$ cat src/rtl/cordic_pkg.sv
// Shared widths, fixed-point constants, FSM encoding and the Q3.29
// arctangent table for the rotation-mode CORDIC.
package cordic_pkg;
    localparam int PHI_W = 32;
    localparam int XY_W  = 34;
    localparam int GUARD = XY_W - PHI_W;
    localparam int TAB_N = 30;
    localparam int CNT_W = $clog2(TAB_N);

    // K = 0.6072529350 in Q2.30; pi and pi/2 in Q3.29
    localparam logic signed [PHI_W-1:0] K_Q30       = 32'sd652032874;
    localparam logic signed [PHI_W-1:0] PI_Q29      = 32'sd1686629713;
    localparam logic signed [PHI_W-1:0] HALF_PI_Q29 = 32'sd843314857;

    typedef logic [1:0] state_t;
    localparam state_t ST_IDLE = 2'd0;
    localparam state_t ST_RUN  = 2'd1;
    localparam state_t ST_DONE = 2'd2;

    // atan(2^-i) in Q3.29, rounded to nearest
    function automatic logic signed [PHI_W-1:0] atan_q29(input logic [CNT_W-1:0] idx);
        logic signed [PHI_W-1:0] v;
        case (idx)
            5'd0:    v = 32'sd421657428;
            5'd1:    v = 32'sd248918915;
            5'd2:    v = 32'sd131521918;
            5'd3:    v = 32'sd66762579;
            5'd4:    v = 32'sd33510843;
            5'd5:    v = 32'sd16771758;
            5'd6:    v = 32'sd8387925;
            5'd7:    v = 32'sd4194219;
            5'd8:    v = 32'sd2097141;
            5'd9:    v = 32'sd1048575;
            5'd10:   v = 32'sd524288;
            5'd11:   v = 32'sd262144;
            5'd12:   v = 32'sd131072;
            5'd13:   v = 32'sd65536;
            5'd14:   v = 32'sd32768;
            5'd15:   v = 32'sd16384;
            5'd16:   v = 32'sd8192;
            5'd17:   v = 32'sd4096;
            5'd18:   v = 32'sd2048;
            5'd19:   v = 32'sd1024;
            5'd20:   v = 32'sd512;
            5'd21:   v = 32'sd256;
            5'd22:   v = 32'sd128;
            5'd23:   v = 32'sd64;
            5'd24:   v = 32'sd32;
            5'd25:   v = 32'sd16;
            5'd26:   v = 32'sd8;
            5'd27:   v = 32'sd4;
            5'd28:   v = 32'sd2;
            5'd29:   v = 32'sd1;
            default: v = '0;
        endcase
        return v;
    endfunction
endpackage

$ cat src/rtl/cordic_rotate.sv
// Iterative rotation-mode CORDIC producing cos/sin of a Q3.29 angle, one
// micro-rotation per clock. Define CORDIC_ROT_ROUND_EN to round the outputs
// half-up instead of truncating the guard bits.
module cordic_rotate
    import cordic_pkg::*;
#(
    parameter int ITER = 28
) (
    input  logic        clk,
    input  logic        rst,
    input  logic        start,
    input  logic [31:0] phi,
    output logic [31:0] cos_out,
    output logic [31:0] sin_out,
    output logic        busy,
    output logic        done
);
    localparam logic [CNT_W-1:0]      LAST_CNT = CNT_W'(ITER - 1);
    localparam logic signed [XY_W-1:0] X_INIT  = XY_W'(K_Q30) <<< GUARD;
`ifdef CORDIC_ROT_ROUND_EN
    localparam logic signed [XY_W-1:0] OUT_BIAS = XY_W'(1) <<< (GUARD - 1);
`else
    localparam logic signed [XY_W-1:0] OUT_BIAS = '0;
`endif

    state_t                  state_q, state_d;
    logic [CNT_W-1:0]        cnt_q, cnt_d;
    logic signed [XY_W-1:0]  x_q, x_d, y_q, y_d;
    logic signed [PHI_W-1:0] z_q, z_d;
    logic                    neg_q, neg_d;
    logic [PHI_W-1:0]        cos_q, cos_d, sin_q, sin_d;

    logic signed [PHI_W-1:0] phi_s, z_fold, atan_i, z_it;
    logic                    neg_fold;
    logic signed [XY_W-1:0]  x_sh, y_sh, x_it, y_it, x_rnd, y_rnd;
    logic [PHI_W-1:0]        x_fin, y_fin;

    assign phi_s = phi;

    // Angles beyond +/-pi/2 are rotated by pi; the result is negated at the end.
    always_comb begin
        z_fold   = phi_s;
        neg_fold = 1'b0;
        if (phi_s > HALF_PI_Q29) begin
            z_fold   = phi_s - PI_Q29;
            neg_fold = 1'b1;
        end else if (phi_s < -HALF_PI_Q29) begin
            z_fold   = phi_s + PI_Q29;
            neg_fold = 1'b1;
        end
    end

    assign x_sh   = x_q >>> cnt_q;
    assign y_sh   = y_q >>> cnt_q;
    assign atan_i = atan_q29(cnt_q);

    always_comb begin
        if (z_q[PHI_W-1]) begin
            x_it = x_q + y_sh;
            y_it = y_q - x_sh;
            z_it = z_q + atan_i;
        end else begin
            x_it = x_q - y_sh;
            y_it = y_q + x_sh;
            z_it = z_q - atan_i;
        end
    end

    // Final outputs come from the last micro-rotation, not the registered x/y.
    assign x_rnd = x_it + OUT_BIAS;
    assign y_rnd = y_it + OUT_BIAS;
    assign x_fin = PHI_W'(x_rnd >>> GUARD);
    assign y_fin = PHI_W'(y_rnd >>> GUARD);

    always_comb begin
        state_d = state_q;
        cnt_d   = cnt_q;
        x_d     = x_q;
        y_d     = y_q;
        z_d     = z_q;
        neg_d   = neg_q;
        cos_d   = cos_q;
        sin_d   = sin_q;
        case (state_q)
            ST_IDLE: begin
                if (start) begin
                    state_d = ST_RUN;
                    cnt_d   = '0;
                    x_d     = X_INIT;
                    y_d     = '0;
                    z_d     = z_fold;
                    neg_d   = neg_fold;
                end
            end
            ST_RUN: begin
                x_d   = x_it;
                y_d   = y_it;
                z_d   = z_it;
                cnt_d = cnt_q + CNT_W'(1);
                if (cnt_q == LAST_CNT) begin
                    state_d = ST_DONE;
                    cos_d   = neg_q ? -x_fin : x_fin;
                    sin_d   = neg_q ? -y_fin : y_fin;
                end
            end
            ST_DONE: begin
                if (start) begin
                    state_d = ST_RUN;
                    cnt_d   = '0;
                    x_d     = X_INIT;
                    y_d     = '0;
                    z_d     = z_fold;
                    neg_d   = neg_fold;
                end else begin
                    state_d = ST_IDLE;
                end
            end
            default: state_d = ST_IDLE;
        endcase
    end

    always_ff @(posedge clk or posedge rst) begin
        if (rst) begin
            state_q <= ST_IDLE;
            cnt_q   <= '0;
            x_q     <= '0;
            y_q     <= '0;
            z_q     <= '0;
            neg_q   <= 1'b0;
            cos_q   <= '0;
            sin_q   <= '0;
        end else begin
            state_q <= state_d;
            cnt_q   <= cnt_d;
            x_q     <= x_d;
            y_q     <= y_d;
            z_q     <= z_d;
            neg_q   <= neg_d;
            cos_q   <= cos_d;
            sin_q   <= sin_d;
        end
    end

    assign cos_out = cos_q;
    assign sin_out = sin_q;
    assign busy    = (state_q == ST_RUN);
    assign done    = (state_q == ST_DONE);
endmodule
$ cat config.mk
export PLATFORM = sky130hd
export DESIGN_NAME = cordic_rotate
export DESIGN_NICKNAME = d
export VERILOG_FILES = /design/src/rtl/cordic_pkg.sv /design/src/rtl/cordic_rotate.sv
export SDC_FILE = /design/constraint.sdc
export NUM_CORES = 1
export LEC_CHECK = 0
export CORE_AREA = 4 4 305 247
export DETAILED_ROUTE_END_ITERATION = 8
export DIE_AREA = 0 0 309 251
export GPL_TIMING_DRIVEN = 0
export HOLD_SLACK_MARGIN = 0.15
export PLACE_DENSITY = 0.48
export REMOVE_ABC_BUFFERS = 1
export SLEW_MARGIN = 10
export SYNTH_ARGS = -nofsm -noshare
export SYNTH_HDL_FRONTEND = slang
export SYNTH_SLANG_ARGS = --single-unit
export TNS_END_PERCENT = 30
$ cat constraint.sdc
create_clock -name clk -period 6.59 [get_ports clk]
set_clock_uncertainty 0.1 [all_clocks]
set_input_delay 0.9885 -clock clk [delete_from_list [all_inputs] [get_ports clk]]
set_output_delay 0.9885 -clock clk [all_outputs]
set_load 0.02 [all_outputs]
# == Word-level counts from Yosys, hierarchy flattened ==
# Memories as Yosys holds them, arrays and structs flattened.
# Cells that the tools add are included.
# op_classes
n_bitwise,0
order_cmp,2
div,0
eq_ne,6
addsub,11
mul,0
muxes,21
shift,2
n_reduce_logical,7
# op_table
operator,count
two-way mux 32 bit,6
two-way mux 34 bit,4
case mux 34 bit (2 select lines),2
adder 34 bit,2
>>> shifter 34 x 5 -> 34 bit,2
subtractor 34 bit,2
negator 32 bit,2
case mux 32 bit (2 select lines),1
adder 32 bit,1
adder 32 bit (second input constant),1
greater-than comparator 32 x 31 -> 1 bit (second input constant),1
< comparator 32 x 31 -> 1 bit (second input constant),1
subtractor 32 bit,1
subtractor 32 bit (second input constant),1
case mux 5 bit (2 select lines),1
AND reduction 2 bit,4
case mux 2 bit (3 select lines),1
adder 5 x 1 -> 5 bit (second input constant),1
== test 5 bit (second input constant),1
two-way mux 5 bit,1
two-way mux 2 bit,2
inequality test 2 x 1 -> 1 bit (second input constant),2
two-way mux 1 bit,3
== test 2 x 1 -> 1 bit (second input constant),1
other kinds (5),5
# word_totals
out_inout_bits,66
latchBits,0
inputBits,35
ram_bits,0
elab_cells,58
romBits,928
register_bits,172
memories,1
# mem_list
name,words,word_bits,rd,rd_clocked_by_memory_dff,wr,line_no,rtl
(no name shown),32,29,1,0,0,cordic_pkg.sv:23,case (idx)

# == Longest topological paths before layout ==
# logic_depth
ltp_word,5
ltp_mapped,29
depth_no_buf,24

# == Worst setup path before layout ==
# OpenSTA, ideal clock, no wires.
# synth_path
path_kind,reg2reg
start,register cnt_q[1]
end,register cos_q[31] (netlist: cos_out[31])
synth_period_minus_slack_ns,6.169
t_required_ns,6.359
setup_slack_ns,0.421
path_buffers,4
arrival_ns,5.939
stages_incl_launch_ff,27
setup_ns,0.131
cell_sequence,dfrtp_1 > buf_6 > buf_6 > buf_6 > clkbuf_1 > mux4_2 > mux2i_1 > o22ai_1 > nor2_1 > ha_1 > nand2_1 > nor4_2 > and3_1 > a21oi_1 > xor2_1 > ha_1 > a21o_1 > a221o_1 > or3_1 > a21oi_1 > a21oi_1 > a31oi_1 > xnor2_1 > or4_1 > o41ai_2 > xor2_1 > o21ai_1
# synth_between
elab_chain_len,5
word_cells_on_any_way,8
classes_between,3 x add/sub; 1 x eq/ne; 1 x shift; 2 x mux; 1 x reduce/logical
# synth_rtl
item,line_no,rtl
start: declaration,cordic_rotate.sv:27,"logic [CNT_W-1:0] cnt_q, cnt_d;"
start signal: assignment,cordic_rotate.sv:134,cnt_q <= cnt_d;
>>> shifter 34 x 5 -> 34 bit,cordic_rotate.sv:54,assign y_sh = y_q >>> cnt_q;
subtractor 34 bit or adder 34 bit (tied branches),"cordic_rotate.sv:63, cordic_rotate.sv:59",
two-way mux 34 bit,cordic_rotate.sv:58,if (z_q[PHI_W-1]) begin
negator 32 bit,cordic_rotate.sv:102,cos_d = neg_q ? -x_fin : x_fin;
two-way mux 32 bit,cordic_rotate.sv:102,
end signal: assignment,cordic_rotate.sv:139,cos_q <= cos_d;
end: declaration,cordic_rotate.sv:31,"logic [PHI_W-1:0] cos_q, cos_d, sin_q, sin_d;"
# Several ways; a longest one is shown, not always the timed one.
# A chain may end at the register's enable or synchronous reset.

# == Final worst setup path ==
# layout_path
start,register cnt_q[1]
end,register cos_q[30] (netlist: cos_out[30])
# The elaborated chain is that of the path after synthesis.

==> flow_summary.toml <==
[status]
status = "finished with violations"
failed_checks = "negative setup slack"

[synth]
synth.most_common_cell = "nand2_1"
synth.avg_cell_area_um2 = 8.09
synthArstFlopShare_pct = 100
synth_edf_count = 0
postSynthCellCount = 2747
yosysTopAreaCell = "dfrtp_1"
ys.flop_type = "dfrtp_1"
synth_common_cells = "nand2_1 (287), nor2_1 (217), a21oi_1 (215)"
ys_ff_latch = 172
synth_top_area_share_pct = 19.4
yosys.cell_types.count = 114
syn_area_mm2 = 0.0222
yosysSeqAreaShare_pct = 19.4
yosysWarningCount = 0
synth.area.top_cells = "dfrtp_1 (19%), mux4_2 (7.8%), ha_1 (6.4%), xnor2_1 (5.2%), nand2_1 (4.8%)"

[timing]
rsz0062_at_grt = "true"
hold_violations = 0
max_slew_margin_pct = 26.9
setup_ws_ps = -11.8
max_freq_ghz = 0.151
slew_violations = 0
min_period_over_period_pct = 100
tightest_slew_ps = 1100
fin_crit_ps = 6600
setup-violations-final = 2

[grt]
grtUsageTotal_pct = 22.9
grt_pass1_vias = 21500
grt_pass1_wl_mm = 137
grt_max_degree = 92
antenna_found_initial = 1
grt_overflow = 0

[finish]
drive_gt1_share_pct = 19.1
num-nets-final = 2976
diodes = 0
syn_to_final_growth_pct = 22.7
final_cells = 3783
final_util_pct = 37.9

[placement]
place.gp.congestion = 0.977
post-place-cells = 3627
dp_hpwl_mm = 65.2
port_buffers = 100

[clocking]
clock_sinks = 172
clock_latency_ps = 520
tritoncts = "done"
path_clk_slew_ps = 80
holdBufCountCts = 0
cts.path.max_buffers = 2
cts_buffers = 17
root_buffer = "clkbuf_16"
cts_max_level = 4

[setup_path]
crit_arrival_ps = 6900
critPathRequiredTime_ps = 6890
worstPathMaxFanout = 7
start_kind = "flip-flop"
path_class = "flip-flop to flip-flop"
end_kind = "flip-flop"

[drt]
dr.pass1.iters = 6
drc = 0
ant_nets = 0
via_per_inst = 6.02
wl_per_cell_um = 24.2
wirelength_mm = 91.6
drt-initial-drc-count = 2348
vias = 22800

[die]
rows = 88
pin_count = 101
start_util_pct = 30.9
die_h_um = 251
die_area_mm2 = 0.0776
core_area_mm2 = 0.0720
die_x_um = 309

[job]
maxCapViolCount = 0

[min_path]
min_path_type = "flip-flop to flip-flop"
## path summary, 6_finish.rpt
kind	cells after the start	endpoint	start	slack, ps
min in group asynchronous	2	cos_out[5]	rst	860
worst min-delay path	2	cos_out[4]	cos_out[4]	370
worst min register to register	2	cos_out[4]	cos_out[4]	370
worst max register to register	25	cos_out[30]	cnt_q[1]	-10
worst max-delay path	25	cos_out[30]	cnt_q[1]	-10
max in group asynchronous	3	cnt_q[1]	rst	4530
## area by class of cell
type,count,area [µm²]
inverter,69,298
timing repair buffer,243,2690
tap,945,1180
multi-input combinational,2321,18100
clock buffer,23,498
timing repair inverter,1,5.00
fill,7390,44700
sequential,172,4330
clock inverter,9,134
## registers in the layout, summed over array words and instances (netlist names)
| register | flops |
|---|---|
| sin_out | 32 |
| x_q | 34 |
| y_q | 34 |
| neg_q | 1 |
| state_q | 2 |
| cos_out | 32 |
| cnt_q | 5 |
| z_q | 32 |
## worst max-delay path, cell delays in order, from the launching register on
cell and delay, ps:
dfrtp_4 500, buf_12 160, clkbuf_16 170, buf_12 130, mux4_2 530, mux2i_4 290, o22ai_1 160, nor2_4 270
ha_4 210, nand2_2 100, nor4_4 350, and3_4 270, a31oi_1 100, xnor2_1 320, ha_1 320, and2_4 160
a221o_1 370, or3_1 350, a21oi_2 140, a21oi_2 80, xnor2_2 260, nand2b_4 80, or4_4 540, o41ai_4 240
xor2_1 190, o21ai_1 80
## routing by layer
layer,vias to the layer above,share of wire (%),track usage (%)
met1,11300,48,34.0
met4,0,2.5,6.43
li1,10500,-,-
met3,125,7.9,4.76
met5,-,0,0
met2,865,42,33.1
## layout by cell type (no fill, tap or decap), types with 96 or more instances in the layout
cell             synthesis  final
ha_1                   113     96
a21oi_1                215    192
nand2_1                287    283
clkdlybuf4s50_1          0    100
nor2_1                 217    201
buf_4                   11    100
xnor2_1                133    121
dfrtp_1                172    163
xor2_1                 120    117
o21ai_0                198    181
## metrics by stage
stage          hold WS (ps)  area (µm²)  setup TNS [ps]  worst slack [ps]
2_1_floorplan           345       21400         -177750             -2560
3_3_place_gp            362       23600        -1044860             -6120
3_5_place_dp            371       24000          -52550             -1810
4_1_cts                 387       26000            -175             -97.7
5_1_grt                 403       27300            -910              -167
6_report                375       27300           -17.3             -11.8
## cells by family (layout without fill, tap and decap cells)
group	Yosys count	count (layout)	synth area share, %
AOI/OAI and AO/OA	927	927	27.7
xor gates and xnor gates	255	255	10.1
adders and majority gates	116	116	6.63
buffers and inverters	254	345	5.05
DFF	172	172	19.4
muxes	178	178	12.5
and+or+nand+nor	845	845	18.6
## timing repair
item	in CTS	in global routing
setup endpoints to repair	78	42
buffers inserted	50	62
gates cloned	9	3
gates resized for setup	136	145
pin swaps	32	64
Power is not shown: default switching activity piles up to over one toggle a cycle in this logic, so the estimate is an artifact.
